==> config.mk <==
export PLATFORM = sky130hd
export DESIGN_NAME = pc_gen
export DESIGN_NICKNAME = d
export VERILOG_FILES = /design/src/rtl/pc_gen.sv
export SDC_FILE = /design/constraint.sdc
export NUM_CORES = 1
export LEC_CHECK = 0
export ABC_AREA = 1
export CAP_MARGIN = 20
export CORE_MARGIN = 5
export CORE_UTILIZATION = 45
export CTS_CLUSTER_DIAMETER = 40
export DETAILED_ROUTE_END_ITERATION = 7
export PLACE_DENSITY = 0.74
export SLEW_MARGIN = 10
export SYNTH_ARGS = -nofsm -noshare
export SYNTH_HDL_FRONTEND = slang
export SYNTH_SLANG_ARGS = --single-unit
==> constraint.sdc <==
create_clock -name clk -period 4.5 [get_ports clk]
set_clock_uncertainty 0.1 [all_clocks]
set_input_delay 0.9 -clock clk [delete_from_list [all_inputs] [get_ports clk]]
set_output_delay 0.9 -clock clk [all_outputs]
set_load 0.01 [all_outputs]
==> src/rtl/pc_gen.sv <==
// Fetch-stage program counter with boot cycle, branch/flush redirect
// and a pending-branch slot for redirects that arrive under stall.
module pc_gen #(
  parameter int unsigned     PC_W      = 32,
  parameter logic [PC_W-1:0] RESET_VEC = '0,
  parameter int unsigned     INC       = 4,
  parameter int unsigned     ALIGN_B   = 2,
  parameter int unsigned     STALL_W   = 6
) (
  input  logic               clk,
  input  logic               rst,
  input  logic [STALL_W-1:0] stall,
  input  logic               flush,
  input  logic [PC_W-1:0]    flush_pc,
  input  logic               branch_flag,
  input  logic [PC_W-1:0]    branch_target,
  output logic [PC_W-1:0]    pc,
  output logic               ce,
  output logic               pc_misalign,
  output logic               redirect_pend
);

  typedef enum logic [1:0] {
    S_BOOT,
    S_RUN,
    S_PEND
  } state_e;

  localparam logic [PC_W-1:0] INC_V = PC_W'(INC);

  // ALIGN_B=0 yields an all-zero mask, which disables the check
  localparam logic [PC_W-1:0] ALIGN_MASK =
    ~({PC_W{1'b1}} << ALIGN_B);

  state_e          state_q, state_d;
  logic [PC_W-1:0] pc_q, pc_d;
  logic [PC_W-1:0] pend_pc_q, pend_pc_d;
  logic            ce_q, ce_d;
  logic            misalign_q, misalign_d;
  logic            stall_pc;

  assign stall_pc = stall[0];

  // only the PC-stage bit matters here
  logic unused_stall;
  assign unused_stall = ^stall;

  always_comb begin
    state_d   = state_q;
    pc_d      = pc_q;
    pend_pc_d = pend_pc_q;
    ce_d      = ce_q;
    case (state_q)
      S_BOOT: begin
        ce_d    = 1'b1;
        state_d = S_RUN;
      end
      S_RUN, S_PEND: begin
        ce_d = 1'b1;
        if (flush) begin
          pc_d      = flush_pc;
          pend_pc_d = '0;
          state_d   = S_RUN;
        end else if (branch_flag && !stall_pc) begin
          pc_d    = branch_target;
          state_d = S_RUN;
        end else if (branch_flag) begin
          pend_pc_d = branch_target;
          state_d   = S_PEND;
        end else if (state_q == S_PEND && !stall_pc) begin
          pc_d    = pend_pc_q;
          state_d = S_RUN;
        end else if (!stall_pc) begin
          pc_d = pc_q + INC_V;
        end
      end
      default: begin
        state_d = S_BOOT;
      end
    endcase
    misalign_d = |(pc_d & ALIGN_MASK);
  end

  always_ff @(posedge clk) begin
    if (rst) begin
      state_q    <= S_BOOT;
      pc_q       <= RESET_VEC;
      pend_pc_q  <= '0;
      ce_q       <= 1'b0;
      misalign_q <= 1'b0;
    end else begin
      state_q    <= state_d;
      pc_q       <= pc_d;
      pend_pc_q  <= pend_pc_d;
      ce_q       <= ce_d;
      misalign_q <= misalign_d;
    end
  end

  assign pc            = pc_q;
  assign ce            = ce_q;
  assign pc_misalign   = misalign_q;
  assign redirect_pend = (state_q == S_PEND);

endmodule

==> results of run 1 <==
==> layer usage <==
layer / up-vias / global-route usage
met1: 2284 / 0.289
li1: 2561 / -
met4: 0 / 0.0946
met5: - / 0
met3: 24 / 0.0321
met2: 170 / 0.388
==> critical path, cell delays in order <==
cell	delay [ns]
clkdlybuf4s50_1	0.60
inv_2	0.60
a21oi_4	0.16
inv_2	0.12
buf_4	0.46
nor2_1	0.09
nand2_1	0.10
a21oi_1	0.06
==> synthesized netlist by cell type (3+ instances only) <==
| cell type | n | area share |
|---|---|---|
| buf_2 | 9 | 0.0094 |
| a21oi_2 | 9 | 0.017 |
| ha_1 | 5 | 0.013 |
| or2_1 | 4 | 0.0052 |
| nor2_2 | 3 | 0.0039 |
| nand2_1 | 192 | 0.15 |
| clkbuf_1 | 12 | 0.0094 |
| inv_2 | 8 | 0.0063 |
| xnor2_1 | 5 | 0.0092 |
| buf_4 | 6 | 0.0094 |
| nor2_4 | 7 | 0.017 |
| o21ai_0 | 33 | 0.035 |
| inv_1 | 114 | 0.090 |
| nor2_8 | 5 | 0.021 |
| clkbuf_8 | 4 | 0.012 |
| o211ai_1 | 5 | 0.0079 |
| dfxtp_1 | 68 | 0.29 |
| nand3_2 | 5 | 0.010 |
| nand3_1 | 38 | 0.040 |
| or2_2 | 10 | 0.013 |
| a21oi_1 | 67 | 0.070 |
| a221oi_1 | 3 | 0.0055 |
| nor2_1 | 103 | 0.081 |
| o22ai_1 | 17 | 0.022 |
| nand2_2 | 7 | 0.0092 |
==> layout make-up <==
class | count | area [µm²] | share of cell area
clock buffer | 15 | 166 | 0.0278
clock inverter | 1 | 30.0 | 0.00501
sequential | 68 | 1360 | 0.227
inverter | 122 | 458 | 0.0764
tap | 136 | 170 | 0.0284
timing repair buffer | 110 | 1080 | 0.180
multi-input combinational | 538 | 2730 | 0.455
==> cells by family after synthesis <==
group | synth area share
AND/OR/NAND/NOR | 0.375
buffers and inverters | 0.144
AO/OA/AOI/OAI | 0.174
flip-flops | 0.285
XOR/XNOR | 0.00917
adder cells (fa/ha/maj) | 0.0131
==> sequential cells by signal (all words and copies together) (netlist names) <==
register / count
ce: 1
pc: 32
pc_misalign: 1
pend_pc_q: 32
state_q: 2
==> power by group through the flow <==
stage               Combinational, mW  Sequential (mW)  Clock [mW]
floorplan                       0.197            0.688           0
global placement                0.350            0.689           0
detailed placement              0.356            0.690           0
CTS                             0.358            0.676       0.539
global route                    0.394            0.682       0.561
finish                          0.358            0.677       0.529
==> worst max path at each step <==
stage	from	endpoint	slack, ns
3_3_place_gp	flush	pc[31]$_SDFFE_PP0P_	1.19
6_report	flush	pc[30]$_SDFFE_PP0P_	1.49
3_5_place_dp	flush	pc[31]$_SDFFE_PP0P_	1.13
5_1_grt	flush	pc[11]$_SDFFE_PP0P_	1.30
4_1_cts	flush	pc[31]$_SDFFE_PP0P_	1.51
2_1_floorplan	flush	pc[20]$_SDFFE_PP0P_	2.49
==> stage by stage <==
stage,cell area (µm²),std cells,utilization
6_report,5990,990,0.580
4_1_cts,5990,990,0.580
3_5_place_dp,5790,974,0.561
3_3_place_gp,5790,974,0.561
5_1_grt,5990,990,0.580
2_1_floorplan,4770,764,-
==> results.md, run 1 <==
- Number of synthesized flops with an enable pin: 0
- Mean post-synth cell area: 6.25 µm²
- Post-DR vias/cell: 5.09
- WL/cell: 14.7 µm
- Worst Path Arrival: 3.13 ns
- Detailed-placement wirelength estimate: 10.5 mm
- Slew @ Worst Pin: 0.783 ns
- Cell Pwr Density: 261 mW/mm²
- Routed via count: 5039
- Routability cong.: 0.889
- Global Route Usage Sum: 0.228
- Synth Net Count: 843
- Die H: 113 µm
- CTS sink cnt: 68
- Clk Latency, worst-skew pair: 0.36 ns
- Clock power frac: 0.339
- Most frequent cells in the layout: nand2_1, inv_1, nor2_1
- Max FO, Critical Path: 53
- Gr ovfl total: 0
- Post-route antenna net violation count: 0
- Reg power frac: 0.433
- Pre-CTS WS: 1.13 ns
- Hold WS: 0.350 ns
- Synthesized area: 0.00477 mm²
- R2R depth: 11
- Setup Buffers After CTS: 0
- Most common cell after layout, fill and taps aside: nand2_1
- Nets: 928
- Clock buffer count from CTS: 9
- Layout area overhead: 25.5%
- Maximum clock path buffer count: 2
- Hold depth: 2
- Synth Register Bits: 68
- Setup TNS: 0 ns
- Vias in the first global route: 4924
- Met2 wire len: 6.84 mm
- Initial DRC Count: 305
- Fraction of registers with async set/reset: 0
- I/O pin count: 109
- Setup Viol. Count Final: 0
- Register area share after synthesis: 0.285
- Initial core utilization: 0.462
- First drt pass iteration count: 5
- Htree depth: 3
- Port bufs: 103
- CTS Hold Bufs: 0
- Share of layout cells above drive strength 1: 0.0948
- Post-cts resize count: 0
- Clk root buf: clkbuf_8
- Net switching power: 476 µW
- Mapped Cells: 764
- RSZ-0062 raised after global routing: false
- Final worst path period need: 3.01 ns
- Final hold vios: 0
- First-pass GRT wire length: 23.7 mm
- Final WL: 14.6 mm
- Pint: 1.09 mW
- Overall power: 1.56 mW
- Worst Hold Class: reg2reg
- Met3 wire length: 872 µm
- Fillers: 1026
- Max-capacitance violation count: 0
- Crit path capture type: flop
- Die width: 113 µm
- Peak VDD IR: 0.000149 V
- Leak pwr: 2.41 nW
- Fmax: 332 MHz
- Worst Hold Path EP: ce$_SDFFE_PP0P_
- Tcrit/Tclk final: 0.669
- Largest net degree at the start of global routing: 54
- Net Sw Frac: 0.304
- Req. time, crit path: 4.63 ns
- Relative slew slack: 0.478
- Row count: 37
- Hold path startpoint: ce$_SDFFE_PP0P_
- Synth cell types: 44
- Antenna violations before repair: 0
- Reg2reg end: pc[27]$_SDFFE_PP0P_
- Kind of critical path: in2reg
- CP Launch Type: input pin
- Slew Viols, Final: 0
- Synth Flop Type: dfxtp_1
- Top Metal Used: met4
- Logic pwr share: 0.229
- Final worst slack: 1.49 ns
- Die area: 0.0128 mm²
- Flop-to-flop setup slack: 2.21 ns
- N_diodes: 0
- # DRC: 0
- Worst reg2reg path startpoint: state_q[0]$_SDFFE_PP0P_
- Syn. warnings: 0
- Status: completed
- CTS tree: done
- CORE AREA: 0.0103 mm²
- Met1 Routed Length: 6.56 mm
- Worst-path clk slew: 0.07 ns
Power figures use the tool's default switching activity.
==> run 2, diff against run 1 <==
--- a/config.mk
+++ b/config.mk
@@ -11,7 +11,7 @@
 export CORE_UTILIZATION = 45
 export CTS_CLUSTER_DIAMETER = 40
 export DETAILED_ROUTE_END_ITERATION = 7
-export PLACE_DENSITY = 0.74
+export PLACE_DENSITY = 0.77
 export SLEW_MARGIN = 10
 export SYNTH_ARGS = -nofsm -noshare
 export SYNTH_HDL_FRONTEND = slang
==> constraint.sdc (replaced) <==
create_clock -name clk -period 2.65 [get_ports clk]
set_clock_uncertainty 0.1 [all_clocks]
set_input_delay 0.53 -clock clk [delete_from_list [all_inputs] [get_ports clk]]
set_output_delay 0.53 -clock clk [all_outputs]
set_load 0.01 [all_outputs]
==> run 2 against run 1 <==
- largest power group unchanged
- count of clock-buffer cells in the layout is 5 lower
- largest cell class unchanged
- total power is 81% higher
- register-to-register slack worse by 1.6 ns
- sequential power is 70% higher
- first-iteration DRC count is 19% lower
- critical path type is now reg2out
- highest routed layer unchanged
==> results.md, run 2 (synthesis results as in run 1) <==
- Htree depth: 3
- I/O pin count: 109
- Post-DR vias/cell: 5.04
- WL/cell: 13.7 µm
- Worst Hold Class: reg2reg
- Initial DRC Count: 248
- Cells along the critical path: inv_1, ha_1, clkdlybuf4s50_1
- Port bufs: 103
- Global Route Usage Sum: 0.216
- R2R depth: 9
- Nets: 936
- Max-capacitance violation count: 0
- Routed via count: 5031
- Crit path capture type: output port
- Vias in the first global route: 4888
- Slew @ Worst Pin: 0.545 ns
- Slew Viols, Final: 0
- Req. time, crit path: 2.02 ns
- Share of layout cells above drive strength 1: 0.108
- N_diodes: 0
- Setup TNS: 0 ns
- Layout area overhead: 27.8%
- CTS sink cnt: 68
- Post-cts resize count: 0
- Tcrit/Tclk final: 0.816
- Clk Latency, worst-skew pair: 0.36 ns
- Gr ovfl total: 0
- Cell Pwr Density: 463 mW/mm²
- Kind of critical path: reg2out
- Placed Cells incl. Taps: 982
- Status: completed
- First-pass GRT wire length: 22.9 mm
- CTS tree: done
- Final hold vios: 0
- Post-Layout Cell Count: 998
- Worst-path clk slew: 0.09 ns
- First drt pass iteration count: 5
- Maximum clock path buffer count: 2
- Worst Path Arrival: 1.53 ns
- Setup Buffers After CTS: 0
- CORE AREA: 0.0103 mm²
- Most frequent cells in the layout: nand2_1, inv_1, nor2_1
- Detailed-placement wirelength estimate: 10.2 mm
- Final worst path period need: 2.16 ns
- Peak VDD IR: 0.000320 V
- Max incr delay on CP: 0.48 ns
- Post-route antenna net violation count: 0
- Hold depth: 2
- Max FO, Critical Path: 4
- Clock buffer count from CTS: 9
- Antenna violations before repair: 0
- Leak pwr: 2.47 nW
- Die width: 113 µm
- # DRC: 0
- RSZ-0062 raised after global routing: false
- Row count: 37
- Die area: 0.0128 mm²
- Setup Viol. Count Final: 0
- Clk root buf: clkbuf_8
- Relative slew slack: 0.637
- Fmax: 462 MHz
- Die H: 113 µm
- CTS Hold Bufs: 0
- Largest net degree at the start of global routing: 33
- Initial core utilization: 0.462
- Final WL: 13.7 mm
- Most common cell after layout, fill and taps aside: nand2_1
- Routability cong.: 0.885
- CP max-delay cell: clkdlybuf4s50_1
- CP Launch Type: flop
- Flop-to-flop setup slack: 0.58 ns
run 2: cell count changes in the layout (fill, tap and decap cells not counted), sizes merged:
cell / change
bufinv: +2
clkinvlp: +1
buf: +8
clkbuf: -5
clkinv: +2
run 2: per-layer routing:
| layer | GRT usage | part of all wire | vias up |
|---|---|---|---|
| li1 | - | - | 2581 |
| met1 | 0.276 | 0.43 | 2256 |
| met2 | 0.367 | 0.48 | 173 |
| met3 | 0.0487 | 0.077 | 21 |
| met4 | 0.0593 | 0.016 | 0 |
| met5 | 0 | 0 | - |
run 2: worst paths after layout:
path                                            end                     from
worst min register to register      ce$_SDFFE_PP0P_          ce$_SDFFE_PP0P_
worst max-delay path                  redirect_pend  state_q[0]$_SDFFE_PP0P_
worst max register to register  pc[20]$_SDFFE_PP0P_  state_q[1]$_SDFFE_PP0P_
worst min-delay path                ce$_SDFFE_PP0P_          ce$_SDFFE_PP0P_
run 2: area by class of cell:
cell class | count | area (µm²)
clock buffers | 10 | 138
clock inverters | 6 | 111
fillers | 1002 | 4220
inverters | 122 | 458
multi-input cells | 538 | 2730
flip-flops and latches | 68 | 1360
well taps | 136 | 170
repair buffers | 118 | 1140
run 2: metrics by stage:
stage / cell area, µm² / hold WS [ns] / power (mW) / util / setup slack, ns
floorplan: 4770 / 0.346 / 1.50 / - / 0.892
global placement: 5850 / 0.340 / 1.78 / 0.567 / 0.238
detailed placement: 5850 / 0.349 / 1.78 / 0.567 / 0.173
CTS: 6100 / 0.366 / 2.84 / 0.591 / 0.479
global route: 6100 / 0.382 / 2.96 / 0.591 / 0.387
finish: 6100 / 0.361 / 2.83 / 0.591 / 0.488
run 2: critical path, delay by kind of cell, from the launching register on:
kind | cells | cell delay (ns)
buffers and inverters | 2 | 0.56
DFF | 1 | 0.40
adders and majority gates | 1 | 0.21
run 2: power by group:
group | internal [mW] | switching [mW]
logic | 0.291 | 0.320
clock network | 0.651 | 0.415
registers | 1.08 | 0.0717
total | 2.02 | 0.808
